==> config.mk <==
export PLATFORM = sky130hd
export DESIGN_NAME = rr_arbiter
export DESIGN_NICKNAME = d
export VERILOG_FILES = /design/src/rtl/rr_arbiter.sv
export SDC_FILE = /design/constraint.sdc
export NUM_CORES = 1
export LEC_CHECK = 0
export ABC_AREA = 0
export BUFFER_PORTS_ARGS = -buffer_cell sky130_fd_sc_hd__buf_2
export CORE_ASPECT_RATIO = 0.9
export CORE_UTILIZATION = 50
export CTS_BUF_LIST = sky130_fd_sc_hd__clkbuf_8
export CTS_CLUSTER_SIZE = 8
export DETAILED_ROUTE_END_ITERATION = 10
export GPL_TIMING_DRIVEN = 0
export PLACE_DENSITY = 0.71
export SYNTH_ARGS = -nofsm -noshare
export SYNTH_HDL_FRONTEND = slang
export SYNTH_SLANG_ARGS = --single-unit
==> constraint.sdc <==
create_clock -name clk -period 2.65 [get_ports clk]
set_input_delay 0.1325 -clock clk [delete_from_list [all_inputs] [get_ports clk]]
set_output_delay 0.1325 -clock clk [all_outputs]
set_load 0.005 [all_outputs]
==> src/rtl/rr_arbiter.sv <==
// Registered round-robin arbiter.
// Turns a raw request vector into a held one-hot grant. Priority rotates
// through a mask of the bits strictly above the last winner. If no masked
// request is pending, an unmasked lowest-bit scan is the fallback. An
// optional hold limit forces the current owner to give way to waiting
// requesters.
module rr_arbiter #(
    parameter int WIDTH    = 8,
    parameter int MAX_HOLD = 0,
    parameter int IDW      = $clog2(WIDTH)
) (
    input  logic             clk,
    input  logic             rst_n,
    input  logic [WIDTH-1:0] req,
    output logic [WIDTH-1:0] grant,
    output logic [IDW-1:0]   grant_id,
    output logic             grant_valid,
    output logic             preempt
);

    // With preemption disabled the counter is irrelevant, so it only needs to reach 1.
    localparam int HOLD_SAT = (MAX_HOLD == 0) ? 1 : MAX_HOLD;
    localparam int CW       = $clog2(HOLD_SAT + 1);

    localparam logic [WIDTH-1:0] ONE     = WIDTH'(1);
    localparam logic [CW-1:0]    CNT_ONE = CW'(1);
    localparam logic [CW-1:0]    CNT_SAT = CW'(HOLD_SAT);
    localparam logic [CW-1:0]    CNT_MAX = CW'(MAX_HOLD);

    typedef enum logic {
        IDLE  = 1'b0,
        GRANT = 1'b1
    } state_t;

    state_t           state_q, state_d;
    logic [WIDTH-1:0] grant_q, grant_d;
    logic [IDW-1:0]   id_q, id_d;
    logic [WIDTH-1:0] mask_q, mask_d;
    logic [CW-1:0]    cnt_q, cnt_d;
    logic             preempt_q, preempt_d;

    // The holder's bit is removed before selection. A release, a timeout and
    // an idle start can therefore share one winner computation.
    logic [WIDTH-1:0] others;
    logic [WIDTH-1:0] cand;
    logic [WIDTH-1:0] win;
    logic [WIDTH-1:0] win_above;
    logic [IDW-1:0]   win_id;
    logic             holder_req;
    logic             any_other;
    logic             timeout;

    assign others     = req & ~grant_q;
    assign cand       = others & mask_q;
    assign win        = (|cand) ? (cand & (~cand + ONE)) : (others & (~others + ONE));
    assign win_above  = ~(win | (win - ONE));
    assign holder_req = |(req & grant_q);
    assign any_other  = |others;
    assign timeout    = (MAX_HOLD != 0) && (cnt_q == CNT_MAX) && any_other && holder_req;

    // One-hot to binary: id bit gi is the OR of all winner bits whose index has bit gi set.
    genvar gi, gj;
    generate
        for (gi = 0; gi < IDW; gi++) begin : g_enc
            logic [WIDTH-1:0] sel;
            for (gj = 0; gj < WIDTH; gj++) begin : g_bit
                if (((gj >> gi) & 1) == 1) begin : g_on
                    assign sel[gj] = win[gj];
                end else begin : g_off
                    assign sel[gj] = 1'b0;
                end
            end
            assign win_id[gi] = |sel;
        end
    endgenerate

    // State register: all arbiter state, cleared asynchronously.
    always_ff @(posedge clk or negedge rst_n) begin
        if (!rst_n) begin
            state_q   <= IDLE;
            grant_q   <= '0;
            id_q      <= '0;
            mask_q    <= '1;
            cnt_q     <= '0;
            preempt_q <= 1'b0;
        end else begin
            state_q   <= state_d;
            grant_q   <= grant_d;
            id_q      <= id_d;
            mask_q    <= mask_d;
            cnt_q     <= cnt_d;
            preempt_q <= preempt_d;
        end
    end

    // Next-state logic: new grant on idle start, release or timeout; otherwise hold.
    always_comb begin
        state_d   = state_q;
        grant_d   = grant_q;
        id_d      = id_q;
        mask_d    = mask_q;
        cnt_d     = cnt_q;
        preempt_d = 1'b0;
        case (state_q)
            IDLE: begin
                if (|req) begin
                    state_d = GRANT;
                    grant_d = win;
                    id_d    = win_id;
                    mask_d  = win_above;
                    cnt_d   = CNT_ONE;
                end
            end
            GRANT: begin
                if (!holder_req) begin
                    // Release takes precedence over a coincident timeout.
                    if (any_other) begin
                        grant_d = win;
                        id_d    = win_id;
                        mask_d  = win_above;
                        cnt_d   = CNT_ONE;
                    end else begin
                        state_d = IDLE;
                        grant_d = '0;
                        id_d    = '0;
                        cnt_d   = '0;
                    end
                end else if (timeout) begin
                    grant_d   = win;
                    id_d      = win_id;
                    mask_d    = win_above;
                    cnt_d     = CNT_ONE;
                    preempt_d = 1'b1;
                end else if (any_other) begin
                    if (cnt_q < CNT_SAT) begin
                        cnt_d = cnt_q + CNT_ONE;
                    end
                end else begin
                    cnt_d = CNT_ONE;
                end
            end
            default: begin
                state_d = IDLE;
                grant_d = '0;
                id_d    = '0;
                cnt_d   = '0;
            end
        endcase
    end

    // Outputs come straight from registers.
    always_comb begin
        grant       = grant_q;
        grant_id    = id_q;
        grant_valid = |grant_q;
        preempt     = preempt_q;
    end

endmodule

Word-level counts from Yosys, hierarchy flattened --
Index checks and enable logic that the tools add are counted.
Word-level totals: input bits 10, bits in registers 20, output and inout bits 13
Cells by class: reductions and logical operators 10, bitwise operators 11, eq/ne operators 3, multiplexer cells 17, add/sub/neg operators 3
Operator list (number):
- $mux 8 | 7
- $and 8x8->8 | 5
- $reduce_or 8->1 | 5
- $not 8->8 | 4
- $pmux 8 s2 | 2
- $add 8x1->8 const B | 2
- $reduce_or 4->1 | 3
- $mux 3 | 3
- $or 8x8->8 | 1
- $sub 8x1->8 const B | 1
- $pmux 3 s2 | 1
- $ne 2x2->1 const B | 2
- $mux 1 | 3
- $reduce_and 3->1 | 1
- $ne 2x1->1 const B | 1
- $pmux 1 s2 | 1
- $reduce_and 2->1 | 1
- $not 1->1 | 1

Logic depth before layout (Yosys ltp) --
Gate-level depths: netlist (run 1).
depth in word-level cells 13, gate-level depth with buffers 7, mapped depth without buffers 6

Least setup slack after synthesis (run 1) --
OpenSTA, ideal clock, no wires.
path type reg2reg, start point reg grant_q[6] (netlist: grant[6]), end point reg id_q[0] (netlist: grant_id[0]), clock period less this slack 1.909 ns, library setup time 0.126 ns, data required time 2.524 ns, setup slack 0.741 ns, buffers on the path 0, stages on the path, launching flop included 7, data arrival time 1.783 ns, path through dfrtp_1 -> and3b_1 -> nor4_4 -> nor3b_4 -> o21a_2 -> o211ai_1 -> a221o_1
On the way: cells in the longest elaborated chain, start to end 11, elaborated cells on any way between the ends 21
RTL lines:
- start, declared | RTL line 36 | logic [WIDTH-1:0] grant_q, grant_d;
- start signal, assigned | RTL line 88 | grant_q <= grant_d;
- $not 8->8 | RTL line 53 | assign others = req & ~grant_q;
- $and 8x8->8 | RTL line 53
- $and 8x8->8 | RTL line 54 | assign cand = others & mask_q;
- $not 8->8 | RTL line 55 | assign win = (|cand) ? (cand & (~cand + ONE)) : (others & (~others + ONE));
- $add 8x1->8 | RTL line 55
- $and 8x8->8 | RTL line 55
- $mux 8 | RTL line 55
- $reduce_or 4->1 | RTL line 73 | assign win_id[gi] = |sel;
- $mux 3 | RTL line 117 | if (any_other) begin
- $mux 3 | RTL line 115 | if (!holder_req) begin
- $pmux 3 s2 | RTL line 104 | case (state_q)
- end signal, assigned | RTL line 89 | id_q <= id_d;
- end, declared | RTL line 37 | logic [IDW-1:0] id_q, id_d;
Several ways; a longest one is shown, not always the timed one. The select of a mux whose other input is x is not followed. A chain may end at the register's enable or synchronous reset.

Worst setup path in the final report (run 1) --
start point reg grant_q[3] (netlist: grant[3]), end point reg id_q[0] (netlist: grant_id[0])
Same word-level chain as after synthesis.

==> flow_summary.yaml, run 1 <==
clocking:
  path_clk_slew_ns: 0.07
  tritoncts: "done"
  post_cts_resized: 0
  post_cts_buffers: 0
  cts_hold_buf: 1
  clkLatencyLatePin_ns: 0.25
  clock_sinks: 20
  h-tree-depth: 1
  root_buffer: "clkbuf_8"
  cts-buffers-inserted: 3
  cts_buffer_depth: 2
sta:
  setup_ws_ns: 0.480
  finalSetupTns_ns: 0
  setup_viol: 0
  fin_crit_sh: 0.819
  clock_skew_ns: 0.00181
  layout_min_cycle_time_ns: 2.17
  fmax_mhz: 461
  rsz0062_at_grt: "false"
  finalHoldViolations: 0
  drv_slew: 0
die:
  fp.coreArea_mm2: 0.00228
  num_rows: 16
  fp.dieArea_mm2: 0.00275
  ios: 23
  initial_core_util: 0.556
  fp.dieW_um: 55.1
  die_h_um: 49.8
synth:
  yosys.area.top_type_share: 0.236
  synth_flop_cell: "dfrtp_1"
  synth.area.top_cells: "dfrtp_1 (24%), dfstp_2 (17%), a22oi_1 (3.5%), nand2_1 (3.5%), and3b_1 (3.4%)"
  synth-edff-count: 0
  synthCells: 128
  async_flop_share: 1.00
  ys_types: 51
  yosysTopAreaCell: "dfrtp_1"
  synth_common_cells: "dfrtp_1 (12), nand2_1 (12), nor2_1 (10), dfstp_2 (8), o21ai_0 (7)"
  synth_area_mm2: 0.00127
  syn_nets: 138
  ys_seq_area_frac: 0.402
  synth_warnings: 0
  syn_area_per_cell_um2: 9.92
  synth-seq-cells: 20
detailed_routing:
  dr_total_vias: 1126
  avgRoutedWirePerCell_um: 17.1
  drt_wl_total_mm: 3.10
  antenna_left: 0
  drtIter0Drc: 26
  first_pass_iters: 4
  vias_per_cell: 6.22
  drc: 0
worst_setup_path:
  crit_path_top_delay_cell: "dfrtp_1"
  arrival_ns: 2.31
  critPathCaptureType: "flop"
  cp_max_fo: 6
  path_class: "reg -> reg"
  crit_family: "compound AO/OA/AOI/OAI gates"
  crit_chain: "nor2b_1 -> a21o_1 -> nor3b_4 -> o21ai_0 -> o211ai_1 -> a221o_1"
  cp_num_cells: 6
  max_stage_delay_ns: 0.43
  critPathLaunchType: "flop"
  critical_path_required_ns: 2.79
  reg2reg_depth: 6
  crit_buf_inv: 0
power_and_ir_drop:
  p_sw_uw: 699
  p_comb_frac: 0.530
  power.density_mw_per_mm2: 1140
  leakagePower_uw: 0.000655
  vdd_drop_max_mv: 0.637
  pwr-share-seq: 0.334
  internal_power_uw: 978
  pwr-share-clk: 0.136
  switching_share: 0.417
global_route:
  grt_pass1_vias: 1059
  grt_start_max_net_pins: 21
  grt_usage: 0.258
  antenna_found_initial: 0
  grt_overflow: 0
  grt_pass1_wl_mm: 5.08
run_status:
  outcome: "complete, no violations"
place:
  port_buffers: 21
  dp_hpwl_mm: 2.36
  gp_congestion: 0.866
  dp_cells: 176
  dp_slack_ns: 0.516
final_layout:
  drive_gt1_frac: 0.331
  instances_no_fill: 181
  antenna_cells: 0
  synthToLayoutAreaGrowth_pct: 16.1
  nets: 165
hold_path:
  hold_path_class: "in -> reg"
  min_path_cells: 3
flow_run:
  maxCapViolCount: 0
-- state kept, by name, indices dropped and copies added (netlist names) --
register	count
grant_id	3
grant	8
mask_q	8
state_q	1
-- through the flow --
stage | hold WS [ns] | util | area (um2) | total power (uW)
after floorplan | -0.163 | - | 1270 | 1180
after global placement | 0.105 | 0.617 | 1410 | 1430
after detailed placement | 0.110 | 0.617 | 1410 | 1440
after CTS | 0.230 | 0.646 | 1470 | 1680
after global routing | 0.241 | 0.646 | 1470 | 1820
final | 0.240 | 0.646 | 1470 | 1680
-- worst register-to-register path: stages, from the launching register on --
cell	delay [ns]
dfrtp_1	0.43
nor2b_1	0.32
a21o_1	0.32
nor3b_4	0.10
o21ai_0	0.40
o211ai_1	0.14
a221o_1	0.34
-- cell usage in the layout, fill, tap and decap left out, types with 2 or more instances in the layout --
cell and instances:
a21o_1 3, a21oi_1 3, a22o_1 2, a22oi_1 6
a31oi_1 2, a32oi_1 2, and2b_1 2, and3b_1 5
buf_2 22, clkbuf_8 4, dfrtp_1 12, dfstp_2 8
inv_1 2, nand2_1 12, nand2b_1 4, nand3_1 2
nand4_1 2, nor2_1 10, nor2b_1 6, nor3_1 3
nor4_1 2, nor4_4 2, o21ai_0 7, o31ai_1 2
-- layer usage --
| layer | GRT usage | wire (um) | up-vias |
|---|---|---|---|
| met2 | 0.365 | 1360 | 45 |
| li1 | - | - | 540 |
| met1 | 0.379 | 1510 | 537 |
| met5 | 0 | 0 | - |
| met3 | 0.0648 | 212 | 4 |
| met4 | 0.0833 | 19 | 0 |
-- cells by family (layout without fill, tap and decap cells) --
| group | after synthesis | count (layout) | synth area share |
|---|---|---|---|
| flip-flops | 20 | 20 | 0.402 |
| other | 1 | 1 | 0.00295 |
| buffers and inverters | 5 | 31 | 0.0187 |
| multiplexers | 1 | 1 | 0.00887 |
| AND/OR/NAND/NOR | 60 | 60 | 0.312 |
| AO/OA/AOI/OAI | 41 | 41 | 0.255 |
-- final cells by class --
cell class / instances / area, um2
buffer: 3 / 16.3
clock buffer: 4 / 55.1
fill: 215 / 808
inverter: 2 / 7.51
multi-input combinational: 103 / 736
sequential: 20 / 510
tap: 27 / 33.8
timing repair buffer: 22 / 115
-- final timing paths --
| check | from | endpoint | slack (ns) |
|---|---|---|---|
| min in group asynchronous | rst_n | grant[3] | 0.35 |
| hold reg to reg | mask_q[0] | mask_q[0] | 0.51 |
| hold / removal | req[2] | state_q | 0.24 |
| max in group asynchronous | rst_n | mask_q[4] | 1.95 |
| setup reg to reg | grant[3] | grant_id[0] | 0.48 |
| setup / recovery | grant[3] | grant_id[0] | 0.48 |
-- power by group through the flow --
stage | logic [uW] | registers (uW) | clock network [uW]
6_report | 889 | 561 | 227
5_1_grt | 995 | 576 | 251
4_1_cts | 887 | 559 | 237
3_5_place_dp | 879 | 564 | 0
3_3_place_gp | 868 | 558 | 0
2_1_floorplan | 641 | 543 | 0
Note: power is estimated with default switching activity, not from simulation.
==> run 2: changes to the inputs <==
==> constraint.sdc (replaced) <==
create_clock -name clk -period 2.15 [get_ports clk]
set_input_delay 0.1075 -clock clk [delete_from_list [all_inputs] [get_ports clk]]
set_output_delay 0.1075 -clock clk [all_outputs]
set_load 0.005 [all_outputs]
==> run 2 against run 1 <==
  * Clock skew increased by 0.0020 ns
  * Critical endpoint unchanged
  * Final cell count increased by 2.2%
  * Wire length increased by 3.3%
  * Power rose by 30%
  * Via count grew 1.2%
  * Sequential power up 26%
  * Highest routed layer unchanged
  * Flip-flop and latch count is the same
  * Register-to-register slack got worse by 0.37 ns
  * Fmax is 6.5% higher
  * Non-clock buffer count is 4 higher
==> flow_summary.yaml, run 2 (synthesis results as in run 1) <==
sta:
  clock_skew_ns: 0.00378
  drv_slew: 0
  relSlewSlack: 0.658
  layout_min_cycle_time_ns: 2.04
  fmax_mhz: 491
  finalSetupTns_ns: 0
  finalHoldViolations: 0
  max_slew.worst_pin.slew_ns: 0.513
  fin_crit_sh: 0.948
  setup_viol: 0
  holdWs_ns: 0.208
clocking:
  clock_sinks: 20
  cts_buffer_depth: 2
  h-tree-depth: 1
  clkLatencyLatePin_ns: 0.26
  root_buffer: "clkbuf_8"
  tritoncts: "done"
  cts-buffers-inserted: 3
  path_clk_slew_ns: 0.07
global_route:
  antenna_found_initial: 0
  grt_usage: 0.258
  grt_overflow: 0
  grt_start_max_net_pins: 21
  grt_pass1_wl_mm: 5.08
  grt_pass1_vias: 1059
power_and_ir_drop:
  p_sw_uw: 908
  fin_total_pwr_uw: 2180
  internal_power_uw: 1280
  switching_share: 0.416
  leakagePower_uw: 0.000676
  p_comb_frac: 0.547
  pwr-share-seq: 0.323
  vdd_drop_max_mv: 0.890
  pwr-share-clk: 0.130
  power.density_mw_per_mm2: 1430
worst_setup_path:
  crit_path_top_delay_cell: "dfrtp_1"
  critPathLaunchType: "flop"
  crit_buf_inv: 0
  critical_path_required_ns: 2.29
  critPathCaptureType: "flop"
  path_class: "reg -> reg"
  crit_family: "compound AO/OA/AOI/OAI gates"
  max_stage_delay_ns: 0.45
  crit_chain: "nor2b_2 -> a21o_1 -> nor3b_4 -> a32oi_1 -> o211ai_1 -> a221o_1"
  cp_max_fo: 6
  arrival_ns: 2.18
die:
  ios: 23
  num_rows: 16
  fp.dieArea_mm2: 0.00275
  fp.coreArea_mm2: 0.00228
  initial_core_util: 0.556
  die_h_um: 49.8
  fp.dieW_um: 55.1
detailed_routing:
  antenna_left: 0
  first_pass_iters: 4
  drtIter0Drc: 42
  drt_wl_total_mm: 3.20
  dr_total_vias: 1139
  vias_per_cell: 6.16
  avgRoutedWirePerCell_um: 17.3
  drc: 0
hold_path:
  hold_path_class: "in -> reg"
place:
  dp_hpwl_mm: 2.36
  port_buffers: 21
  placed_area_mm2: 0.00141
  gp_congestion: 0.866
final_layout:
  synthToLayoutAreaGrowth_pct: 20.5
  final_area_mm2: 0.00153
  layout_commonest_cell: "buf_2"
  antenna_cells: 0
  drive_gt1_frac: 0.392
  final_cell_mix: "buf_2 (21), nand2_1 (12), nor2_1 (10)"
  nets: 169
  num-fill-cells: 199
flow_run:
  maxCapViolCount: 0
run_status:
  outcome: "complete, no violations"
run 2: cell types whose count changed in the layout (fill, tap and decap cells not counted), moves of 2 or more:
cell | before | now
buf_4 | 1 | 5
dfrtp_1 | 12 | 8
dfrtp_2 | 0 | 4
nor2b_1 | 6 | 4
run 2: worst paths after layout:
| check | startpoint | to | slack [ns] | cells past startpoint |
|---|---|---|---|---|
| worst max-delay path | grant[3] | grant_id[0] | 0.11 | 6 |
| worst min-delay path | req[2] | state_q | 0.21 | 3 |
| worst max register to register | grant[3] | grant_id[0] | 0.11 | 6 |
| worst min register to register | mask_q[0] | mask_q[0] | 0.51 | 1 |
| max in group asynchronous | rst_n | mask_q[4] | 1.49 | 2 |
| min in group asynchronous | rst_n | state_q | 0.32 | 2 |
run 2: timing repair:
item | in CTS | in global routing
hold endpoints to repair | 12 | 0
setup buffers | 0 | 4
hold buffers | 1 | 0
endpoints found under the setup margin | 1 | 17
gates resized for setup | 1 | 10
pin swaps | 0 | 1
run 2: routing by layer:
layer	track usage	vias to the layer above	wire, um
li1	-	547	-
met1	0.379	542	1510
met2	0.365	43	1430
met3	0.0648	7	215
met4	0.0833	0	44
met5	0	-	0
run 2: tightest hold or removal path, cell delays in order:
cell and delay [ns]:
buf_2 0.15, nor4_4 0.07, nor2_1 0.09
run 2: power groups by stage:
stage	registers, uW	logic (uW)	clock network, uW
6_report	705	1200	283
5_1_grt	723	1320	309
4_1_cts	689	1090	293
3_5_place_dp	695	1080	0
3_3_place_gp	688	1070	0
2_1_floorplan	669	790	0
run 2: final cells by class:
class,instances,area [um2],share of cell area
multi-input cells,103,754,0.493
clock buffers,4,55.1,0.0360
well taps,27,33.8,0.0221
repair buffers,26,145,0.0948
flip-flops and latches,20,515,0.337
plain buffers,3,18.8,0.0123
inverters,2,7.51,0.00491
run 2: metrics by stage:
stage / util / instances / worst slack (ns)
after floorplan: - / 128 / 0.241
after global placement: 0.617 / 176 / 0.0381
after detailed placement: 0.617 / 176 / 0.0156
after CTS: 0.646 / 181 / 0.00466
after global routing: 0.671 / 185 / -0.0141
final: 0.671 / 185 / 0.112
==> run 3: changes to the inputs <==
==> constraint.sdc (replaced) <==
create_clock -name clk -period 2 [get_ports clk]
set_input_delay 0.1 -clock clk [delete_from_list [all_inputs] [get_ports clk]]
set_output_delay 0.1 -clock clk [all_outputs]
set_load 0.005 [all_outputs]
==> run 3 against run 2 <==
  * The flow now finishes with violations (setup timing)
  * Die area stayed put
  * Sequential power is 8.1% higher
  * Combinational power grew 23%
  * Via count increased by 7.5%
  * Critical path type unchanged
  * Critical endpoint is now mask_q[1]
  * Largest power group unchanged
  * Highest routed layer unchanged
==> flow_summary.yaml, run 3 (synthesis results as in run 1) <==
detailed_routing:
  drt_wl_total_mm: 3.53
  dr_total_vias: 1224
  avgRoutedWirePerCell_um: 18.3
  vias_per_cell: 6.34
  antenna_left: 0
  first_pass_iters: 4
  drc: 0
  drtIter0Drc: 39
final_layout:
  final_cell_mix: "buf_2 (21), buf_4 (13), nand2_1 (12)"
  drive_gt1_frac: 0.488
  layout_commonest_cell: "buf_2"
  num-fill-cells: 182
  synthToLayoutAreaGrowth_pct: 29.4
  antenna_cells: 0
  nets: 177
  final_util: 0.720
sta:
  rsz0062_at_grt: "true"
  clock_skew_ns: 0.00460
  fin_crit_sh: 1.00
  finalHoldViolations: 0
  setup_ws_ns: -0.00485
  fmax_mhz: 499
  setup_viol: 1
  layout_min_cycle_time_ns: 2.00
  drv_slew: 0
run_status:
  outcome: "complete, but fails checks"
  failed_checks: "setup timing"
hold_path:
  min_path_cells: 3
  hold_path_class: "in -> reg"
worst_setup_path:
  path_class: "reg -> reg"
  cp_max_fo: 6
  reg2reg_depth: 6
  critPathLaunchType: "flop"
  ff2ff_setup_slack_ns: -0.005
  arrival_ns: 2.20
  critical_path_required_ns: 2.20
  critPathCaptureType: "flop"
die:
  fp.coreArea_mm2: 0.00228
  fp.dieArea_mm2: 0.00275
  fp.dieW_um: 55.1
  ios: 23
  die_h_um: 49.8
  initial_core_util: 0.556
  num_rows: 16
clocking:
  path_clk_slew_ns: 0.07
  root_buffer: "clkbuf_8"
  h-tree-depth: 1
  tritoncts: "done"
  clock_sinks: 20
  cts-buffers-inserted: 3
  cts_buffer_depth: 2
  clkLatencyLatePin_ns: 0.26
place:
  dp_hpwl_mm: 2.36
  gp_congestion: 0.866
  dp_slack_ns: -0.134
  port_buffers: 21
power_and_ir_drop:
  leakagePower_uw: 0.000733
  vdd_drop_max_mv: 0.936
  power.density_mw_per_mm2: 1550
global_route:
  grt_pass1_wl_mm: 5.18
  grt_pass1_vias: 1088
  grt_start_max_net_pins: 21
  grt_overflow: 0
  grt_usage: 0.264
  antenna_found_initial: 0
flow_run:
  maxCapViolCount: 0
## run 3: cell types whose count changed in the layout (fill, tap and decap cells not counted), moves of 2 or more
cell     change
buf_4        +8
a22oi_1      -3
a22oi_2      +3
and3b_1      -2
and3b_2      +2
## run 3: report_power, final
group	switching, uW	internal (uW)	total (uW)
Sequential	149	612	762
Combinational	772	706	1480
Clock	133	175	308
Total	1050	1490	2550
## run 3: path summary, 6_finish.rpt
check	start	endpoint
hold reg to reg	mask_q[6]	mask_q[6]
setup / recovery	grant[5]	mask_q[1]
max in group asynchronous	rst_n	mask_q[4]
setup reg to reg	grant[5]	mask_q[1]
min in group asynchronous	rst_n	grant[3]
hold / removal	req[2]	state_q
## run 3: what timing repair did
action / 4_1_cts / 5_1_grt
resized for setup: 5 / 24
pin swaps: 1 / 10
setup endpoints to repair: 14 / 18
hold endpoints to repair: 12 / 0
buffers inserted: 5 / 7
hold buffers: 1 / 0
## run 3: cell type report
type | instances | area, um2 | share of cell area
Multi-Input combinational cell | 103 | 801 | 0.487
Buffer | 3 | 20.0 | 0.0122
Tap cell | 27 | 33.8 | 0.0206
Sequential cell | 20 | 517 | 0.315
Timing Repair Buffer | 34 | 209 | 0.127
Clock buffer | 4 | 55.1 | 0.0335
Inverter | 2 | 7.51 | 0.00457
## run 3: metal layers
metal | vias up | part of all wire | GRT usage
li1 | 569 | - | -
met1 | 602 | 0.47 | 0.363
met2 | 48 | 0.47 | 0.378
met3 | 5 | 0.053 | 0.0833
met4 | 0 | 0.0077 | 0.104
met5 | - | 0 | 0
## run 3: critical path: stages (launching register included)
cell,delay [ns]
dfrtp_2,0.45
a22oi_1,0.27
nand4_1,0.18
a21o_2,0.25
a41oi_4,0.31
buf_6,0.16
mux2_2,0.32
## run 3: stage by stage
stage / total power [uW] / setup TNS (ns) / std cells / hold slack, ns / cell area (um2)
global route: 2730 / -0.376 / 193 / 0.214 / 1640
CTS: 2290 / -0.0953 / 186 / 0.198 / 1530
detailed placement: 1910 / -0.233 / 176 / 0.0774 / 1410
global placement: 1890 / -0.134 / 176 / 0.0730 / 1410
finish: 2550 / -0.00485 / 193 / 0.228 / 1640
floorplan: 1570 / 0 / 128 / -0.196 / 1270
